### config.mk
export PLATFORM = sky130hd
export DESIGN_NAME = seq_wide_add_sub
export DESIGN_NICKNAME = d
export VERILOG_FILES = /design/src/rtl/add_sub_pkg.sv /design/src/rtl/cla_add_sub_slice.sv /design/src/rtl/seq_wide_add_sub.sv
export SDC_FILE = /design/constraint.sdc
export NUM_CORES = 1
export LEC_CHECK = 0
export CAP_MARGIN = 40
export CORE_UTILIZATION = 29
export DETAILED_ROUTE_END_ITERATION = 10
export PLACE_DENSITY_LB_ADDON = 0.08
export SETUP_SLACK_MARGIN = 0.02
export SYNTH_ARGS = -nofsm -noshare
export SYNTH_HDL_FRONTEND = slang
export SYNTH_SLANG_ARGS = --single-unit
### constraint.sdc
create_clock -name clk -period 6.5 [get_ports clk]
set_input_delay 0.975 -clock clk [delete_from_list [all_inputs] [get_ports clk]]
set_output_delay 0.975 -clock clk [all_outputs]
set_load 0.01 [all_outputs]
### src/rtl/add_sub_pkg.sv
`default_nettype none
// ============================================================================
//  Module      : add_sub_pkg
//  Description : Shared types and default widths for the sequential wide
//                add/sub datapath and its CLA slice.
//  Revision    : 1.0 - initial release
// ============================================================================
package add_sub_pkg;

    // Default operand width and slice width
    localparam int AS_N_DEFAULT = 32;
    localparam int AS_W_DEFAULT = 8;

    // Control states of the multi-cycle engine
    typedef enum logic [1:0] {
        IDLE = 2'd0,
        RUN  = 2'd1,
        DONE = 2'd2
    } as_state_t;

endpackage : add_sub_pkg
`default_nettype wire

### src/rtl/cla_add_sub_slice.sv
`default_nettype none
// ============================================================================
//  Module      : cla_add_sub_slice
//  Description : Combinational W-bit carry-lookahead adder slice.
//                Every carry is formed directly from generate/propagate terms
//                and the slice carry-in, so no carry ripples bit to bit.
//  Revision    : 1.0 - initial release
// ============================================================================
module cla_add_sub_slice #(
    parameter int W = 8
) (
    input  logic [W-1:0] x_i,
    input  logic [W-1:0] y_i,
    input  logic         cin_i,
    output logic [W-1:0] sum_o,
    output logic         cout_o
);

    logic [W-1:0] w_p;
    logic [W-1:0] w_g;
    logic [W:0]   w_c;
    logic         w_acc;
    logic         w_prop;

    assign w_p = x_i ^ y_i;
    assign w_g = x_i & y_i;

    // Lookahead carries: c[i+1] = g[i] | p[i]g[i-1] | ... | p[i..0]cin
    always_comb begin
        w_c    = '0;
        w_acc  = 1'b0;
        w_prop = 1'b0;
        w_c[0] = cin_i;
        for (int i = 0; i < W; i++) begin
            w_acc  = w_g[i];
            w_prop = w_p[i];
            for (int j = i - 1; j >= 0; j--) begin
                w_acc  = w_acc | (w_prop & w_g[j]);
                w_prop = w_prop & w_p[j];
            end
            w_c[i+1] = w_acc | (w_prop & cin_i);
        end
    end

    assign sum_o  = w_p ^ w_c[W-1:0];
    assign cout_o = w_c[W];

endmodule : cla_add_sub_slice
`default_nettype wire

### src/rtl/seq_wide_add_sub.sv
`default_nettype none
// ============================================================================
//  Module      : seq_wide_add_sub
//  Description : Multi-cycle N-bit adder/subtractor that reuses one W-bit CLA
//                slice, least-significant slice first, with valid/ready
//                handshakes on the operand and result sides.
//  Revision    : 1.0 - initial release
// ============================================================================
module seq_wide_add_sub
    import add_sub_pkg::*;
#(
    parameter int N = AS_N_DEFAULT,
    parameter int W = AS_W_DEFAULT
) (
    input  logic         clk,
    input  logic         rst,
    input  logic         in_valid,
    output logic         in_ready,
    input  logic         sub,
    input  logic         cin,
    input  logic [N-1:0] x,
    input  logic [N-1:0] y,
    output logic         out_valid,
    input  logic         out_ready,
    output logic [N-1:0] out,
    output logic         cout,
    output logic         v
);

    localparam int K     = N / W;
    localparam int IDX_W = (K > 1) ? $clog2(K) : 1;
    localparam logic [IDX_W-1:0] IDX_LAST = IDX_W'(K - 1);

    // Reject widths that do not split into at least two whole slices
    if ((N % W) != 0 || K < 2) begin : g_param_check
        $error("seq_wide_add_sub: N must be a multiple of W with N/W >= 2");
    end

    as_state_t    state_q, state_d;
    logic [N-1:0] x_q, x_d;
    logic [N-1:0] y_q, y_d;       // y already inverted for subtraction
    logic [N-1:0] res_q, res_d;
    logic         carry_q, carry_d;
    logic [IDX_W-1:0] idx_q, idx_d;
    logic         cout_q, cout_d;
    logic         v_q, v_d;

    logic [W-1:0] w_sum;
    logic         w_cout;

    cla_add_sub_slice #(
        .W (W)
    ) u_slice (
        .x_i    (x_q[W-1:0]),
        .y_i    (y_q[W-1:0]),
        .cin_i  (carry_q),
        .sum_o  (w_sum),
        .cout_o (w_cout)
    );

    // Next-state and datapath control for IDLE -> RUN -> DONE -> IDLE
    always_comb begin
        state_d = state_q;
        x_d     = x_q;
        y_d     = y_q;
        res_d   = res_q;
        carry_d = carry_q;
        idx_d   = idx_q;
        cout_d  = cout_q;
        v_d     = v_q;
        case (state_q)
            IDLE: begin
                if (in_valid) begin
                    // Subtraction is x + ~y + ~borrow_in
                    x_d     = x;
                    y_d     = sub ? ~y : y;
                    carry_d = sub ? ~cin : cin;
                    idx_d   = '0;
                    state_d = RUN;
                end
            end
            RUN: begin
                res_d   = {w_sum, res_q[N-1:W]};
                x_d     = x_q >> W;
                y_d     = y_q >> W;
                carry_d = w_cout;
                idx_d   = idx_q + IDX_W'(1);
                if (idx_q == IDX_LAST) begin
                    // Top slice is in the low bits now, so its MSBs are the operand MSBs
                    cout_d  = w_cout;
                    v_d     = (x_q[W-1] == y_q[W-1]) && (w_sum[W-1] != x_q[W-1]);
                    state_d = DONE;
                end
            end
            DONE: begin
                if (out_ready) begin
                    state_d = IDLE;
                end
            end
            default: begin
                state_d = IDLE;
            end
        endcase
    end

    // State and datapath registers, cleared asynchronously
    always_ff @(posedge clk or posedge rst) begin
        if (rst) begin
            state_q <= IDLE;
            x_q     <= '0;
            y_q     <= '0;
            res_q   <= '0;
            carry_q <= 1'b0;
            idx_q   <= '0;
            cout_q  <= 1'b0;
            v_q     <= 1'b0;
        end else begin
            state_q <= state_d;
            x_q     <= x_d;
            y_q     <= y_d;
            res_q   <= res_d;
            carry_q <= carry_d;
            idx_q   <= idx_d;
            cout_q  <= cout_d;
            v_q     <= v_d;
        end
    end

    assign in_ready  = (state_q == IDLE);
    assign out_valid = (state_q == DONE);
    assign out       = res_q;
    assign cout      = cout_q;
    assign v         = v_q;

endmodule : seq_wide_add_sub
`default_nettype wire

* Yosys cells after proc, flatten, opt, wreduce, memory -nomap -nowiden
Index checks and enable logic that the tools add are counted.
** Word-level totals
- Memories :: 0
- Latch bits :: 0
- Bits in registers :: 103
- Bits of input ports :: 70
- ROM bits :: 0
- Word-level logic and storage cells :: 142
- Bits in writable memories :: 0
** Operators by class
- Shift-type cells :: 0
- Reduce and logical (&&, ||, !) cells :: 6
- Add/sub/neg operators :: 1
- Eq/ne operators :: 8
- Divide/modulo/power cells :: 0
- $mul :: 0
- Order comparisons :: 0
- Mux-type cells :: 14
- Bitwise gates (word level) :: 105
** Operators with widths (count)
- 32-bit case mux with 2 select lines :: 2
- 32-bit two-way mux :: 3
- 1-bit AND :: 64
- 1-bit bitwise OR :: 36
- 32-bit inverter :: 1
- 8-bit XOR :: 2
- 8-bit AND :: 1
- 2-bit two-way mux :: 4
- 2-bit case mux with 3 select lines :: 1
- 2-bit == test (second input constant) :: 2
- 2-bit != test (second input constant) :: 2
- 2-bit case mux with 2 select lines :: 1
- 2-bit AND reduction :: 2
- 3-bit AND reduction :: 1
- 2-bit by 1-bit adder with 2-bit output (second input constant) :: 1
- 2-bit by 1-bit == test with 1-bit output (second input constant) :: 1
- 2-bit logical NOT :: 1
- 1-bit two-way mux :: 2
- 2-bit by 1-bit != test with 1-bit output (second input constant) :: 1
- 1-bit case mux with 2 select lines :: 1
- 2-bit nonzero test :: 1
- 1-bit == test :: 1
- 1-bit logical AND :: 1
- 1-bit != test :: 1
- 1-bit inverter :: 1

* Longest topological paths before layout
Gate-level depths: netlist of the first run.
- Depth after elaboration :: 12
- Depth in mapped cells :: 7

* By module
Synthesis of the first run repeated with hierarchy kept, for this count alone.
** Second synthesis, totals
- Cell total of the unflattened synthesis :: 532
- Area, all modules :: 5181.2 um2
** Modules (own cells, without submodules)
- seq_wide_add_sub :: sequential area each 2577.5 um2, instances 1, area an instance 4848.4 um2, cells an instance 491
- cla_add_sub_slice :: sequential area each 0.0 um2, instances 1, area an instance 332.8 um2, cells an instance 41

* Worst setup path after synthesis of the first run
OpenSTA, ideal clock, no wires.
- Path kind :: input to register
- Start :: input port in_valid
- End :: register y_q[24]
- Arrival time :: 1.870 ns
- Slack :: 4.509 ns
- Stages :: 6
- Data required time :: 6.379 ns
- Buffers on the path :: 3
- Cells stage by stage :: buf_4 > nor2_1 > or2_1 > buf_2 > buf_2 > a22o_1
** On the way
- Word-level cells in the longest chain between the ends :: 2
** RTL lines
- start: declaration :: RTL line seq_wide_add_sub.sv:17 : input logic in_valid,
- 2-bit != test (no source line)
- 2-bit AND reduction (no source line)
- end signal: assignment :: RTL line seq_wide_add_sub.sv:120 : y_q <= y_d;
- end: declaration :: RTL line seq_wide_add_sub.sv:41 : logic [N-1:0] y_q, y_d;
No other way between the ends.
A chain may end at the register's enable or synchronous reset.

* Worst setup path after layout of the first run
- Start :: register state_q[0]
- End :: output port out_valid
** On the way
- Word-level cells in the longest chain between the ends :: 1
** RTL lines
- start: declaration :: RTL line seq_wide_add_sub.sv:39 : as_state_t state_q, state_d;
- start signal: assignment :: RTL line seq_wide_add_sub.sv:118 : state_q <= state_d;
- 2-bit == test :: RTL line seq_wide_add_sub.sv:130 : assign out_valid = (state_q == DONE);
- end: declaration :: RTL line seq_wide_add_sub.sv:23 : output logic out_valid,
No other way between the ends.

==> results of run 1 <==
-- report_power, final --
| group | leakage, uW | switching (uW) | internal (uW) |
|---|---|---|---|
| combinational | 0.00137 | 770 | 730 |
| clock | 0.000160 | 234 | 359 |
| sequential | 0.00128 | 224 | 937 |
-- sequential cells by signal, summed over array words and instances (netlist names) --
signal	cells
out	32
x_q	32
y_q	32
idx_q	2
state_q	2
carry_q	1
cout	1
v	1
-- worst max-delay path, cell delays in order, from the launching register on --
cell and delay [ps]:
dfrtp_2 580, buf_12 250, nand2b_1 170, inv_1 60
clkdlybuf4s50_1 530
-- synthesized netlist by cell type, types with 2 or more instances --
cell,number,area (sq um)
dfrtp_1,103,2577
nand2_1,84,315.3
a21oi_1,54,270.3
nor2b_1,51,319.1
o21ai_1,33,165.2
xnor2_1,28,245.2
a22oi_1,23,172.7
o22a_1,23,201.4
buf_2,22,110.1
a22o_1,17,148.9
clkbuf_1,14,52.55
xor2_1,12,105.1
ha_1,9,112.6
nor2_1,6,22.52
inv_1,5,18.77
nand2b_1,4,25.02
o21ai_0,3,15.01
o22ai_1,3,18.77
buf_4,2,15.01
-- cell type report --
cell class,count,share of cell area [%]
flip-flops and latches,103,38.96
clock buffers,13,3.930
repair buffers,114,17.23
well taps,220,4.157
multi-input cells,364,34.41
inverters,5,0.3212
clock inverters,3,0.9826
-- cell families after synthesis --
| logic type | synth area share [%] |
|---|---|
| and+or+nand+nor | 14.04 |
| AOI/OAI and AO/OA | 21.31 |
| adders and majority gates | 2.630 |
| buffers and inverters | 3.969 |
| xor gates and xnor gates | 6.946 |
| DFF | 51.10 |
-- stage by stage --
step           utilization (%)  worst slack [ps]  hold slack [ps]
3_5_place_dp             37.57              3380            462.5
4_1_cts                  39.51              3564            478.7
3_3_place_gp             37.27              3361            456.6
2_1_floorplan                -              2821            446.1
6_report                 39.51              3589            470.0
5_1_grt                  39.51              3504            505.3
-- worst paths after layout --
check,slack (ps),start,end
worst min register to register,470,out[4],out[4]
max in group asynchronous,4270,rst,state_q[1]
worst max register to register,4350,state_q[0],cout
worst max-delay path,3590,state_q[0],out_valid
worst min-delay path,470,out[4],out[4]
min in group asynchronous,1100,rst,y_q[4]
-- layer usage --
layer	vias to the layer above	GRT usage [%]	routed length [um]
li1	1931	-	-
met1	1817	19.85	5937
met2	82	23.95	5731
met3	11	2.532	425
met4	0	5.492	186
met5	-	0	0
==> results.py, run 1 <==
metrics = {
    "floorplan": {
        "die_area_sq_um": 17920,
        "coreArea_sq_um": 16760,
        "rows": 47,
        "die_x_um": 133.9,
        "die_h_um": 133.9,
        "initial_core_util_pct": 30.09,
        "io_pins": 106,
    },
    "timing": {
        "slew_viol_final": 0,
        "fmaxAchievable_mhz": 343.5,
        "fin_crit_sh_pct": 44.79,
        "hold_viol": 0,
        "finalSetupViolCount": 0,
        "rsz0062_at_grt": "false",
        "relSlewSlack_pct": 42.08,
        "fin_setup_tns_ps": 0,
        "period_needed_ps": 2911,
        "clock_skew_ps": 7.214,
        "worst_pin_slew_ps": 867.0,
    },
    "yosys": {
        "synth_edf_count": 0,
        "synth_seq_cells": 103,
        "synth_area_sq_um": 5044,
        "ys.flop_type": "dfrtp_1",
        "synth_cells": 511,
        "syn_nets": 591,
        "ys_types": 34,
        "syn_area_per_cell_sq_um": 9.870,
        "ys_warn_count": 0,
        "ys_async_sr_fraction_pct": 100.0,
        "synth-seq-area-share_pct": 51.10,
    },
    "placement": {
        "post-place-cells": 806,
        "numPortBuffers": 105,
        "post_dp_cell_area_sq_um": 6296,
        "place.gp.congestion": 0.7093,
        "hpwlAfterDp_um": 8520,
    },
    "detailed_routing": {
        "routedWlPerCell_um": 14.94,
        "first_pass_iters": 4,
        "drt_iter0_drc": 169,
        "antenna_left": 0,
        "viasPerCell": 4.673,
        "drc_errors": 0,
        "dr_total_vias": 3841,
        "drt_wl_total_um": 12280,
    },
    "clock_tree": {
        "cts.repair.resized": 0,
        "cts.htree.levels": 3,
        "insertion_delay_ps": 350,
        "clkTransAtPathRegs_ps": 70,
        "cts_tree": "yes",
        "numCtsBuffers": 9,
        "cts.path.max_buffers": 2,
        "postCtsHoldBufs": 0,
        "root_buffer": "clkbuf_16",
        "clock-sinks": 103,
        "cts_setup_buffers": 0,
    },
    "power": {
        "ir_drop_mv": 0.1687,
        "p_total_uw": 3254,
        "p_leak_uw": 0.002815,
        "p_per_area_nw_per_um2": 491.4,
    },
    "finish": {
        "drive_gt1_share_pct": 5.980,
        "stdcell_area_sq_um": 6621,
        "fin_cells": 822,
        "fillers": 1675,
        "regArea_sq_um": 2580,
        "diodes": 0,
        "final_common_cell": "clkdlybuf4s50_1",
        "nets": 677,
        "multi_input_area_sq_um": 2278,
        "syn2layout_area_growth_pct": 31.28,
        "final_cell_mix": "104 x clkdlybuf4s50_1, 101 x dfrtp_1, 84 x nand2_1",
    },
    "setup_path": {
        "path_max_fanout": 36,
        "crit_arrival_ps": 1940,
        "r2r_cells": 6,
        "cp-end-kind": "primary output",
        "critPathRequiredTime_ps": 5520,
        "worstSetupPathType": "reg2out",
        "crit_path_start_kind": "flip-flop",
    },
    "global_routing": {
        "grt_max_degree": 57,
        "gr-total-overflow": 0,
        "grt_pass1_vias": 3984,
        "grt_use_total_pct": 14.82,
        "antenna_found_initial": 0,
        "grt_first_pass_wirelength_um": 20710,
    },
    "run_status": {
        "status": "completed",
    },
    "worst_hold_path": {
        "min_path_type": "reg2reg",
        "worstHoldPathCells": 2,
    },
    "run": {
        "cap_violations": 0,
    },
}
Note: power is estimated with default switching activity, not from simulation.
==> run 2, diff against run 1 <==
clock period = 2.94 ns   (was 6.5 ns; I/O delays follow)
==> results.py, run 2 (synthesis gave the netlist of run 1 again) <==
metrics = {
    "timing": {
        "fin_setup_tns_ps": 0,
        "finalSetupViolCount": 0,
        "hold_viol": 0,
        "fmaxAchievable_mhz": 442.1,
        "rsz0062_at_grt": "false",
        "worst_pin_slew_ps": 702.5,
        "relSlewSlack_pct": 53.17,
        "period_needed_ps": 2262,
        "fin_ws_ps": 678.0,
        "slew_viol_final": 0,
        "fin_crit_sh_pct": 76.94,
        "clock_skew_ps": 6.244,
    },
    "setup_path": {
        "cpLargestDelayFamily": "buffers and inverters",
        "r2r_cells": 6,
        "crit_path_start_kind": "flip-flop",
        "r2r_end": "v",
        "reg2reg_slack_ps": 1020,
        "crit_arrival_ps": 1820,
        "critPathMaxStageDelay_ps": 590,
        "worstSetupPathType": "reg2out",
        "cp-end-kind": "primary output",
        "critPathRequiredTime_ps": 2500,
        "slowest_stage": "dfrtp_2",
        "path_cells": "nand2b_1, inv_1, clkdlybuf4s50_1",
        "path_max_fanout": 27,
        "crit_start": "state_q[0]",
        "r2r-start": "y_q[0]",
        "critPathBufInv": 2,
        "path_depth": 3,
    },
    "finish": {
        "fillers": 1678,
        "final_common_cell": "clkdlybuf4s50_1",
        "nets": 688,
        "diodes": 0,
        "fin_cells": 833,
        "syn2layout_area_growth_pct": 33.14,
        "stdcell_area_sq_um": 6715,
        "drive_gt1_share_pct": 7.667,
        "post-route-util_pct": 40.07,
        "final_cell_mix": "104 x clkdlybuf4s50_1, 101 x dfrtp_1, 84 x nand2_1",
    },
    "placement": {
        "post_dp_cell_area_sq_um": 6390,
        "post-place-cells": 817,
        "numPortBuffers": 105,
        "hpwlAfterDp_um": 9061,
        "place_ws_ps": 919.8,
        "place.gp.congestion": 0.7207,
    },
    "clock_tree": {
        "cts.path.max_buffers": 2,
        "clock-sinks": 103,
        "cts.repair.resized": 0,
        "postCtsHoldBufs": 0,
        "cts.htree.levels": 3,
        "root_buffer": "clkbuf_16",
        "cts_setup_buffers": 0,
        "insertion_delay_ps": 350,
        "numCtsBuffers": 9,
        "clkTransAtPathRegs_ps": 70,
        "cts_tree": "yes",
    },
    "power": {
        "ir_drop_mv": 0.3629,
        "internal_power_uw": 4486,
        "swShare_pct": 37.83,
        "p_per_area_nw_per_um2": 1074,
        "switching_power_uw": 2729,
        "p_leak_uw": 0.002868,
        "power_frac_seq_pct": 36.0,
        "p_clk_share_pct": 18.1,
        "combPwrFrac_pct": 45.9,
    },
    "floorplan": {
        "io_pins": 106,
        "die_area_sq_um": 17920,
        "coreArea_sq_um": 16760,
        "initial_core_util_pct": 30.09,
        "rows": 47,
        "die_x_um": 133.9,
        "die_h_um": 133.9,
    },
    "global_routing": {
        "grt_pass1_vias": 3992,
        "gr-total-overflow": 0,
        "grt_use_total_pct": 15.16,
        "grt_first_pass_wirelength_um": 21050,
        "antenna_found_initial": 0,
        "grt_max_degree": 40,
    },
    "worst_hold_path": {
        "min_path_type": "in2async",
    },
    "run": {
        "cap_violations": 0,
    },
    "detailed_routing": {
        "drt_wl_total_um": 12640,
        "first_pass_iters": 4,
        "drt_iter0_drc": 222,
        "viasPerCell": 4.679,
        "routedWlPerCell_um": 15.17,
        "drc_errors": 0,
        "dr_total_vias": 3898,
        "antenna_left": 0,
    },
    "run_status": {
        "status": "completed",
    },
}
## run 2: worst register-to-register path, cell delays in order (launching register included)
cell and delay, ps:
dfrtp_1 390, ha_1 330, a211oi_2 330, o21ai_2 130, a41o_2 320, xnor2_1 140, o31ai_2 210
## run 2: worst max-delay path by stage
stage,endpoint,slack (ps)
floorplan,v,1170
global placement,x_q[28],970
detailed placement,x_q[7],920
CTS,out_valid,630
global route,out_valid,580
finish,out_valid,680
## run 2: area by class of cell
type / count / area (sq um) / share of cell area (%)
Inverter: 5 / 22.52 / 0.3354
Tap cell: 220 / 275.3 / 4.099
Clock buffer: 13 / 260.3 / 3.876
Clock inverter: 3 / 65.06 / 0.9689
Sequential cell: 103 / 2580 / 38.42
Timing Repair Buffer: 125 / 1234 / 18.37
Multi-Input combinational cell: 364 / 2278 / 33.93
## run 2: stage by stage
| step | total power (uW) | hold slack (ps) |
|---|---|---|
| final | 7215 | 315.0 |
| after global routing | 7831 | 315.3 |
| after CTS | 7332 | 299.4 |
| after detailed placement | 5996 | 465.2 |
| after global placement | 5899 | 456.3 |
| after floorplan | 4778 | 446.1 |
## run 2: layer usage
metal | vias to the layer above | part of all wire, % | GRT usage [%] | wire [um]
met5 | - | 0 | 0 | 0
met4 | 0 | 1.7 | 6.566 | 210
met3 | 13 | 3.5 | 2.494 | 437
met2 | 80 | 46 | 23.69 | 5832
met1 | 1843 | 49 | 20.67 | 6159
li1 | 1962 | - | - | -
## run 2: power groups by stage
stage | logic [uW] | registers, uW | clock network, uW
after floorplan | 2270 | 2510 | 0
after global placement | 3280 | 2620 | 0
after detailed placement | 3350 | 2640 | 0
after CTS | 3360 | 2620 | 1350
after global routing | 3730 | 2700 | 1400
final | 3310 | 2600 | 1310
